**src/rtl/imm_extend_stage_if.sv**
```systemverilog
// Handshake bundle for imm_extend_stage.
//   in_*  : producer side (decode) -> stage, valid/ready
//   out_* : stage -> consumer (operand-select mux), valid/ready
// Handshake rule on both sides: a transfer happens on a rising clock edge
// where valid && ready are both high. A source that raises valid holds its
// payload stable until that transfer happens.
// modport slave  : the extension stage itself.
// modport master : the environment that drives inputs and consumes outputs.
interface imm_extend_stage_if #(
    parameter int IN_W  = 12,
    parameter int OUT_W = 16,
    parameter int TAG_W = 4,
    parameter int LEN_W = $clog2(IN_W) + 1
);
    logic             in_valid;
    logic             in_ready;
    logic [IN_W-1:0]  in_imm;
    logic [LEN_W-1:0] in_len;
    logic [1:0]       in_mode;
    logic [TAG_W-1:0] in_tag;
    logic             out_valid;
    logic             out_ready;
    logic [OUT_W-1:0] out_imm;
    logic [TAG_W-1:0] out_tag;
    logic             out_ovf;

    modport master (
        output in_valid, in_imm, in_len, in_mode, in_tag, out_ready,
        input  in_ready, out_valid, out_imm, out_tag, out_ovf
    );

    modport slave (
        input  in_valid, in_imm, in_len, in_mode, in_tag, out_ready,
        output in_ready, out_valid, out_imm, out_tag, out_ovf
    );
endinterface

```
**src/rtl/imm_extend_stage.sv**
```systemverilog
// Registered immediate-extension stage with a two-entry skid buffer.
// Widens a right-aligned raw immediate of programmable length to OUT_W bits
// using one of four modes (SEXT, ZEXT, SEXT_SHL, UPPER) and passes a sideband
// tag through unchanged.
// Ports:
//   clock  : rising-edge clock
//   reset  : synchronous active-high reset
//   flush  : synchronous flush, drops every held entry
//   bus    : imm_extend_stage_if.slave (in_* request side, out_* result side)
// Storage: main register M drives out_*; skid register S catches the entry
// accepted while M is stalled, so in_ready can come straight from a flop.
module imm_extend_stage #(
    parameter int IN_W  = 12,
    parameter int OUT_W = 16,
    parameter int SHIFT = 1,
    parameter int TAG_W = 4,
    parameter int LEN_W = $clog2(IN_W) + 1
) (
    input  logic clock,
    input  logic reset,
    input  logic flush,
    imm_extend_stage_if.slave bus
);
    localparam int SH_W = $clog2(OUT_W) + 1;

    typedef enum logic [1:0] {
        MODE_SEXT     = 2'b00,
        MODE_ZEXT     = 2'b01,
        MODE_SEXT_SHL = 2'b10,
        MODE_UPPER    = 2'b11
    } mode_e;

    // Combinational extension of the offered entry.
    logic [LEN_W-1:0] eff_len;
    logic [SH_W-1:0]  up_sh;
    logic [OUT_W-1:0] imm_wide, mask, field, sext, ext_imm;
    logic [SHIFT:0]   top_bits;
    logic             sign, ext_ovf;

    always_comb begin
        // in_len of 0 or beyond IN_W selects the full input width.
        if (bus.in_len == '0 || bus.in_len > LEN_W'(IN_W))
            eff_len = LEN_W'(IN_W);
        else
            eff_len = bus.in_len;

        imm_wide = OUT_W'(bus.in_imm);
        mask     = ~({OUT_W{1'b1}} << eff_len);
        field    = imm_wide & mask;
        // mask & ~(mask >> 1) isolates bit L-1, the sign bit of the field.
        sign     = |(field & (mask & ~(mask >> 1)));
        sext     = field | (sign ? ~mask : '0);
        up_sh    = SH_W'(OUT_W) - SH_W'(eff_len);
        // Bits lost or overwritten by the shift must all equal the new sign.
        top_bits = sext[OUT_W-1 -: SHIFT+1];

        ext_imm = '0;
        ext_ovf = 1'b0;
        case (mode_e'(bus.in_mode))
            MODE_SEXT:     ext_imm = sext;
            MODE_ZEXT:     ext_imm = field;
            MODE_SEXT_SHL: begin
                ext_imm = sext << SHIFT;
                ext_ovf = !((&top_bits) || !(|top_bits));
            end
            MODE_UPPER:    ext_imm = field << up_sh;
            default:       ext_imm = '0;
        endcase
    end

    // Storage.
    logic             m_valid, s_valid;
    logic [OUT_W-1:0] m_imm, s_imm;
    logic [TAG_W-1:0] m_tag, s_tag;
    logic             m_ovf, s_ovf;
    logic             accept, drain;

    assign bus.in_ready  = !s_valid;
    assign bus.out_valid = m_valid;
    assign bus.out_imm   = m_imm;
    assign bus.out_tag   = m_tag;
    assign bus.out_ovf   = m_ovf;

    assign accept = bus.in_valid && bus.in_ready && !flush && !reset;
    assign drain  = m_valid && bus.out_ready;

    always_ff @(posedge clock) begin
        if (reset) begin
            m_valid <= 1'b0;
            s_valid <= 1'b0;
            m_imm   <= '0;
            m_tag   <= '0;
            m_ovf   <= 1'b0;
            s_imm   <= '0;
            s_tag   <= '0;
            s_ovf   <= 1'b0;
        end else if (flush) begin
            // Data registers keep stale contents; only occupancy is dropped.
            m_valid <= 1'b0;
            s_valid <= 1'b0;
        end else begin
            if (!m_valid || drain) begin
                if (s_valid) begin
                    m_imm   <= s_imm;
                    m_tag   <= s_tag;
                    m_ovf   <= s_ovf;
                    m_valid <= 1'b1;
                    s_valid <= 1'b0;
                end else if (accept) begin
                    m_imm   <= ext_imm;
                    m_tag   <= bus.in_tag;
                    m_ovf   <= ext_ovf;
                    m_valid <= 1'b1;
                end else begin
                    m_valid <= 1'b0;
                end
            end else if (accept) begin
                // M is stalled: park the new entry in the skid register.
                s_imm   <= ext_imm;
                s_tag   <= bus.in_tag;
                s_ovf   <= ext_ovf;
                s_valid <= 1'b1;
            end
        end
    end
endmodule

```
**src/flat_wrapper.sv**
```systemverilog
// flat-port wrapper written by rule: the top's interface ports become plain ports
module imm_extend_stage_flat 
#(
    parameter int IN_W  = 12,
    parameter int OUT_W = 16,
    parameter int SHIFT = 1,
    parameter int TAG_W = 4,
    parameter int LEN_W = $clog2(IN_W) + 1
)
  (clock, reset, flush, bus_in_valid, bus_in_imm, bus_in_len, bus_in_mode, bus_in_tag, bus_out_ready, bus_in_ready, bus_out_valid, bus_out_imm, bus_out_tag, bus_out_ovf);
  imm_extend_stage_if #(.IN_W(IN_W), .OUT_W(OUT_W), .TAG_W(TAG_W), .LEN_W(LEN_W)) bus_i ();
  input  logic clock;
  input  logic reset;
  input  logic flush;
  input wire logic [$bits(bus_i.in_valid)-1:0] bus_in_valid;
  input wire logic [$bits(bus_i.in_imm)-1:0] bus_in_imm;
  input wire logic [$bits(bus_i.in_len)-1:0] bus_in_len;
  input wire logic [$bits(bus_i.in_mode)-1:0] bus_in_mode;
  input wire logic [$bits(bus_i.in_tag)-1:0] bus_in_tag;
  input wire logic [$bits(bus_i.out_ready)-1:0] bus_out_ready;
  output wire logic [$bits(bus_i.in_ready)-1:0] bus_in_ready;
  output wire logic [$bits(bus_i.out_valid)-1:0] bus_out_valid;
  output wire logic [$bits(bus_i.out_imm)-1:0] bus_out_imm;
  output wire logic [$bits(bus_i.out_tag)-1:0] bus_out_tag;
  output wire logic [$bits(bus_i.out_ovf)-1:0] bus_out_ovf;
  assign bus_i.in_valid = bus_in_valid;
  assign bus_i.in_imm = bus_in_imm;
  assign bus_i.in_len = bus_in_len;
  assign bus_i.in_mode = bus_in_mode;
  assign bus_i.in_tag = bus_in_tag;
  assign bus_i.out_ready = bus_out_ready;
  assign bus_in_ready = bus_i.in_ready;
  assign bus_out_valid = bus_i.out_valid;
  assign bus_out_imm = bus_i.out_imm;
  assign bus_out_tag = bus_i.out_tag;
  assign bus_out_ovf = bus_i.out_ovf;
  imm_extend_stage #(.IN_W(IN_W), .OUT_W(OUT_W), .SHIFT(SHIFT), .TAG_W(TAG_W), .LEN_W(LEN_W)) u_core (.clock(clock), .reset(reset), .flush(flush), .bus(bus_i));
endmodule
```
**config.mk**
```make
export PLATFORM = sky130hd
export DESIGN_NAME = imm_extend_stage_flat
export DESIGN_NICKNAME = d
export VERILOG_FILES = /design/src/rtl/imm_extend_stage_if.sv /design/src/rtl/imm_extend_stage.sv /design/src/flat_wrapper.sv
export SDC_FILE = /design/constraint.sdc
export NUM_CORES = 1
export LEC_CHECK = 0
export CAP_MARGIN = 0
export CORE_MARGIN = 2
export CORE_UTILIZATION = 59
export DETAILED_ROUTE_END_ITERATION = 8
export DONT_BUFFER_PORTS = 1
export HOLD_SLACK_MARGIN = 0.12
export PLACE_DENSITY_LB_ADDON = 0.12
export RECOVER_POWER = 50
export SKIP_CTS_REPAIR_TIMING = 1
export SYNTH_ARGS = -nofsm -noshare
export SYNTH_HDL_FRONTEND = slang
export SYNTH_SLANG_ARGS = --single-unit
```
**constraint.sdc**
```tcl
create_clock -name clock -period 3.5 [get_ports clock]
set_input_delay 0.7 -clock clock [delete_from_list [all_inputs] [get_ports clock]]
set_output_delay 0.7 -clock clock [all_outputs]
set_load 0.01 [all_outputs]
```
Yosys cells after proc, flatten, opt, wreduce, memory -nomap -nowiden
Cells that the tools add are included.
Operators by class
  add/subtract/negate cells: 1
  eq/ne operators: 3
  $lt $le $gt $ge: 1
  shifts and indexed selects: 2
  divide/modulo/power cells: 0
  reduce and logical (&&, ||, !) cells: 23
  muxes and demuxes: 12
  multipliers: 0
  bitwise gates (word level): 9
Operators by type and width (number)
  $pmux 16 s4: 1
  $mux 16: 3
  $and 16x16->16: 2
  $not 16->16: 2
  $and 12x16->16: 1
  $not 15->16: 1
  $or 16x16->16: 1
  $reduce_or 16->1: 1
  $shl 16x5->16: 1
  $shl 16x5->16 const A: 1
  $mux 4: 2
  $logic_not 1->1: 6
  $reduce_and 3->1: 2
  $gt 5x4->1 const B: 1
  $logic_not 5->1: 1
  $mux 1: 5
  $mux 5: 1
  $sub 5x5->5 const A: 1
  $eq 2x2->1 const B: 2
  $logic_and 1x1->1: 4
  $reduce_or 2->1: 2
  $logic_or 1x1->1: 3
  $reduce_or 3->1: 1
  $eq 2x1->1 const B: 1
  other kinds (4): 5
Word-level totals
  bits in read-only memories: 0
  bits in registers: 44
  logic and storage cells: 59
  RAM bits: 0
  latch bits: 0
  output and inout bits: 23
  memories kept: 0

Logic depth before layout (Yosys ltp)
  depth in word-level cells: 18
  mapped depth: 16
  gate-level depth less buffers: 13

Worst setup path before layout
Ideal clock, no wire load.
  kind: input-to-reg
  from: in bus_in_len[3]
  to: reg u_core.m_imm[13], in the netlist u_core.bus.out_imm[13]
  stages on the path: 14
  path buffers: 2
  setup time: 0.132 ns
  path slack: 0.121 ns
  arrival: 3.247 ns
  path through: buf_6 -> clkbuf_1 -> and2_1 -> nor2_1 -> nand2_1 -> ha_1 -> ha_1 -> inv_1 -> o31ai_4 -> mux4_2 -> a2bb2oi_2 -> nor2_1 -> a2111oi_0 -> nor3_1
Between the ends
  word-level cells in the longest chain between the ends: 14
RTL lines
  start: declaration: RTL line flat_wrapper.sv:17  | input wire logic [$bits(bus_i.in_len)-1:0] bus_in_len;
  $gt 5x4->1 / $logic_not 5->1 (equally long branches): RTL line imm_extend_stage.sv:42  | if (bus.in_len == '0 || bus.in_len > LEN_W'(IN_W))
  $logic_or 1x1->1: RTL line imm_extend_stage.sv:42
  $mux 5 *: RTL line imm_extend_stage.sv:42
  $shl 16x5->16: RTL line imm_extend_stage.sv:48  | mask = ~({OUT_W{1'b1}} << eff_len);
  $not 16->16: RTL line imm_extend_stage.sv:48
  $not 15->16: RTL line imm_extend_stage.sv:51  | sign = |(field & (mask & ~(mask >> 1)));
  $and 16x16->16 (2 in a row): RTL line imm_extend_stage.sv:51
  $reduce_or 16->1: RTL line imm_extend_stage.sv:51
  $mux 16: RTL line imm_extend_stage.sv:52  | sext = field | (sign ? ~mask : '0);
  $or 16x16->16: RTL line imm_extend_stage.sv:52
  $pmux 16 s4 *: RTL line imm_extend_stage.sv:59  | case (mode_e'(bus.in_mode))
  $mux 16 *: RTL line imm_extend_stage.sv:109  | end else if (accept) begin
  $mux 16 *: RTL line imm_extend_stage.sv:103  | if (s_valid) begin
  end signal: assignment: RTL line imm_extend_stage.sv:104  | m_imm <= s_imm;
  end signal: assignment: RTL line imm_extend_stage.sv:110  | m_imm <= ext_imm;
  end: declaration: RTL line imm_extend_stage.sv:73  | logic [OUT_W-1:0] m_imm, s_imm;
Mark *: on every way between the ends. The rest lies on a longest branch, timed or not. The select of a mux whose other input is x is not followed.
A chain may end at the register's enable or synchronous reset.

Final worst setup path
  from: in bus_in_len[3]
  to: reg u_core.m_imm[8], in the netlist u_core.bus.out_imm[8]
Same word-level chain as after synthesis.

==> flow_metrics.tcl <==
set metrics [dict create \
    outcome "finished, final reports clean" \
    worst_ep_arrival_time_ns 3.43 \
    end_kind "flip-flop" \
    die_h_um 83.39 \
    finalPower_mw 1.351 \
    ys_seq_elements 44 \
    met2_usage_pct 58.58 \
    cts.clk_slew.worst_paths_ns 0.09 \
    grt-ovfl-total 0 \
    finalCriticalPeriod_ns 3.201 \
    fmax_mhz 312.4 \
    synth_fp_nets 529 \
    setup_viol 0 \
    syn_inst 497 \
    synth_edf_count 0 \
    synth-xor-area-share_pct 0 \
    relSlewSlack_pct 9.151 \
    grt.busiest_layer "met2" \
    worstSetupPathType "in2reg" \
    via_per_inst 7.502 \
    hold_violations 0 \
    grt_pass1_wl_um 20600 \
    detailedPlace.worstSlack_ns 0.1052 \
    synth_top_area_share_pct 23.69 \
    yosys.area_share.simple_pct 25.67 \
    cts-buffers-inserted 5 \
    cts_root_buf "clkbuf_8" \
    syn2layout_area_growth_pct 5.215 \
    clk_latency_ns 0.31 \
    period_share_pct 91.46 \
    fin_skew_ns 0.01025 \
    dominantRegCellSynth "dfxtp_1" \
    syn-cell-area_mm2 0.003719 \
    place.port_buffers 0 \
    n_antenna_cell 0 \
    start_util_pct 62.07 \
    drc 0 \
    grt_util_all_layers_pct 36.83 \
    cts_tree "yes" \
    synth_top_family_by_area "compound AO/OA/AOI/OAI gates" \
    synth_top_area_cell "dfxtp_1" \
    ys_top_cells_by_area "dfxtp_1 24%, o21ai_0 5.5%, a21oi_1 5.2%" \
    dr.pass1.iters 5 \
    htreeDepth 2 \
    setup-tns-final_ns 0 \
    ios 51 \
    synth_cell_type_count 73 \
    drt_wl_total_um 12930 \
    avgSynthCellArea_um2 7.482 \
    slowest_delay_ns 0.36 \
    worstPathRequired_ns 3.73 \
    use_met3_pct 8.350 \
    rsz0062_at_grt "no" \
    core_mm2 0.005991 \
    clockBufferDepth 2 \
    hold_class "in2reg" \
    synth_common_cells "52 x nand2_1, 44 x dfxtp_1, 41 x o21ai_0, 39 x a21oi_1, 39 x nor2_1" \
    ys_seq_area_share_pct 23.69 \
    grtUsageMet1_pct 49.04 \
    drt_iter0_markers 611 \
    cp_max_fo 19 \
    synthAdderAreaFrac_pct 1.346 \
    drive_above_1_share_pct 13.76 \
    synth_compound_area_share_pct 37.58 \
    synth-warning-count 0 \
    p_per_area_mw_per_mm2 345.3 \
    power_leakage_nw 1.329 \
    grt_max_degree 36 \
    num_vias 4216 \
    clock_sinks 44 \
    rows 28 \
    synth.area.mux_share_pct 4.307 \
    slew_violations 0 \
    fp.dieW_um 83.39 \
    crit_path_start_kind "input port" \
    antenna_found_initial 0 \
    nets 518 \
    gp_congestion 1.010 \
    crit_chain "and2_1, nor2_1, nand2_1, ha_1, ha_1, inv_1, o31ai_4, buf_4, o21ai_0, nand2_1, a211oi_1, buf_4, o211ai_1, a21oi_1" \
    synth.most_common_cell "nand2_1" \
    peakVddDrop_mv 0.3522 \
    wl_per_cell_um 23.00 \
    slowest_stage "a211oi_1" \
    setup_slack_ns 0.2989 \
    ant_nets 0 \
    async_flop_share_pct 0 \
    die_area_mm2 0.006954 \
    grt_pass1_vias 3886 \
    maxCapViolCount 0 \
    hpwlAfterDp_um 9488 \
    worst_pin_slew_ns 1.363 \
]
-- per-layer routing --
| layer | vias to the layer above | routed length (µm) |
|---|---|---|
| met1 | 1978 | 5063 |
| li1 | 1863 | - |
| met5 | - | 0 |
| met4 | 0 | 493 |
| met3 | 56 | 1507 |
| met2 | 319 | 5861 |
-- cells in the final DEF, fill, tap and decap left out, drive strengths merged, types with 3 or more instances in the layout --
master / n
mux2i: 7
a211o: 3
o21a: 3
o32ai: 3
mux4: 3
nand3b: 5
clkbuf: 7
nand3: 21
o211ai: 15
inv: 17
and2: 4
o221ai: 12
o22ai: 5
a221oi: 5
ha: 4
nand2b: 4
a211oi: 14
buf: 22
or3: 5
nor2b: 4
nor4: 6
nand2: 53
o21ai: 49
nor2: 42
nand4: 10
a21oi: 39
a2111oi: 3
a21o: 5
dfxtp: 44
a31oi: 8
or2: 5
nor3: 20
o31ai: 9
-- area by class of cell --
class	count	area [µm²]
Inverter	18	67.56
Clock buffer	6	82.58
Sequential cell	44	880.8
Timing Repair Buffer	23	181.4
Tap cell	75	93.84
Fill cell	510	2078
Multi-Input combinational cell	394	2567
Clock inverter	2	38.79
-- per-stage QoR --
step                instances  hold WS [ns]  cell area [µm²]  util [%]
finish                    562        0.4477             3913     65.31
global route              562        0.4351             3913     65.31
CTS                       562        0.4502             3916     65.37
detailed placement        554        0.4423             3795     63.35
global placement          554        0.4307             3795     63.35
floorplan                 497        0.4273             3719         -
-- registers in the layout, indices dropped and copies added (netlist names) --
signal,count
u_core.bus.out_tag,4
u_core.bus.out_imm,16
u_core.s_imm,16
u_core.bus.out_ovf,1
u_core.s_ovf,1
u_core.s_tag,4
u_core.bus.out_valid,1
u_core.s_valid,1
-- power breakdown --
group / internal, mW / total, mW / switching (mW) / leakage [nW]
sequential: 0.516 / 0.532 / 0.0166 / 0.357
clock: 0.233 / 0.417 / 0.183 / 0.0614
combinational: 0.151 / 0.402 / 0.251 / 0.910
total: 0.900 / 1.35 / 0.451 / 1.33
-- cell families (layout without fill, tap and decap cells) --
group / count (synthesis) / in the layout
compound gates: 192 / 192
flops: 44 / 44
simple gates: 186 / 186
fa+ha+maj: 4 / 4
mux: 12 / 12
buf+inv: 59 / 49
-- worst max-delay path, delay by kind of cell --
family                     cells  cell delay [ns]
adders and majority gates      2             0.53
AOI/OAI and AO/OA              5             1.09
and+or+nand+nor                4             0.47
buffers and inverters          3             0.64
-- final timing paths --
check | from | cells past startpoint | to | slack (ns)
hold reg to reg | u_core.s_tag[3] | 2 | u_core.s_tag[3] | 0.46
setup reg to reg | u_core.bus.out_valid | 6 | u_core.bus.out_imm[13] | 0.67
hold / removal | reset | 1 | u_core.bus.out_imm[12] | 0.45
setup / recovery | bus_in_len[3] | 14 | u_core.bus.out_imm[8] | 0.30
Note: power is estimated with default switching activity, not from simulation.
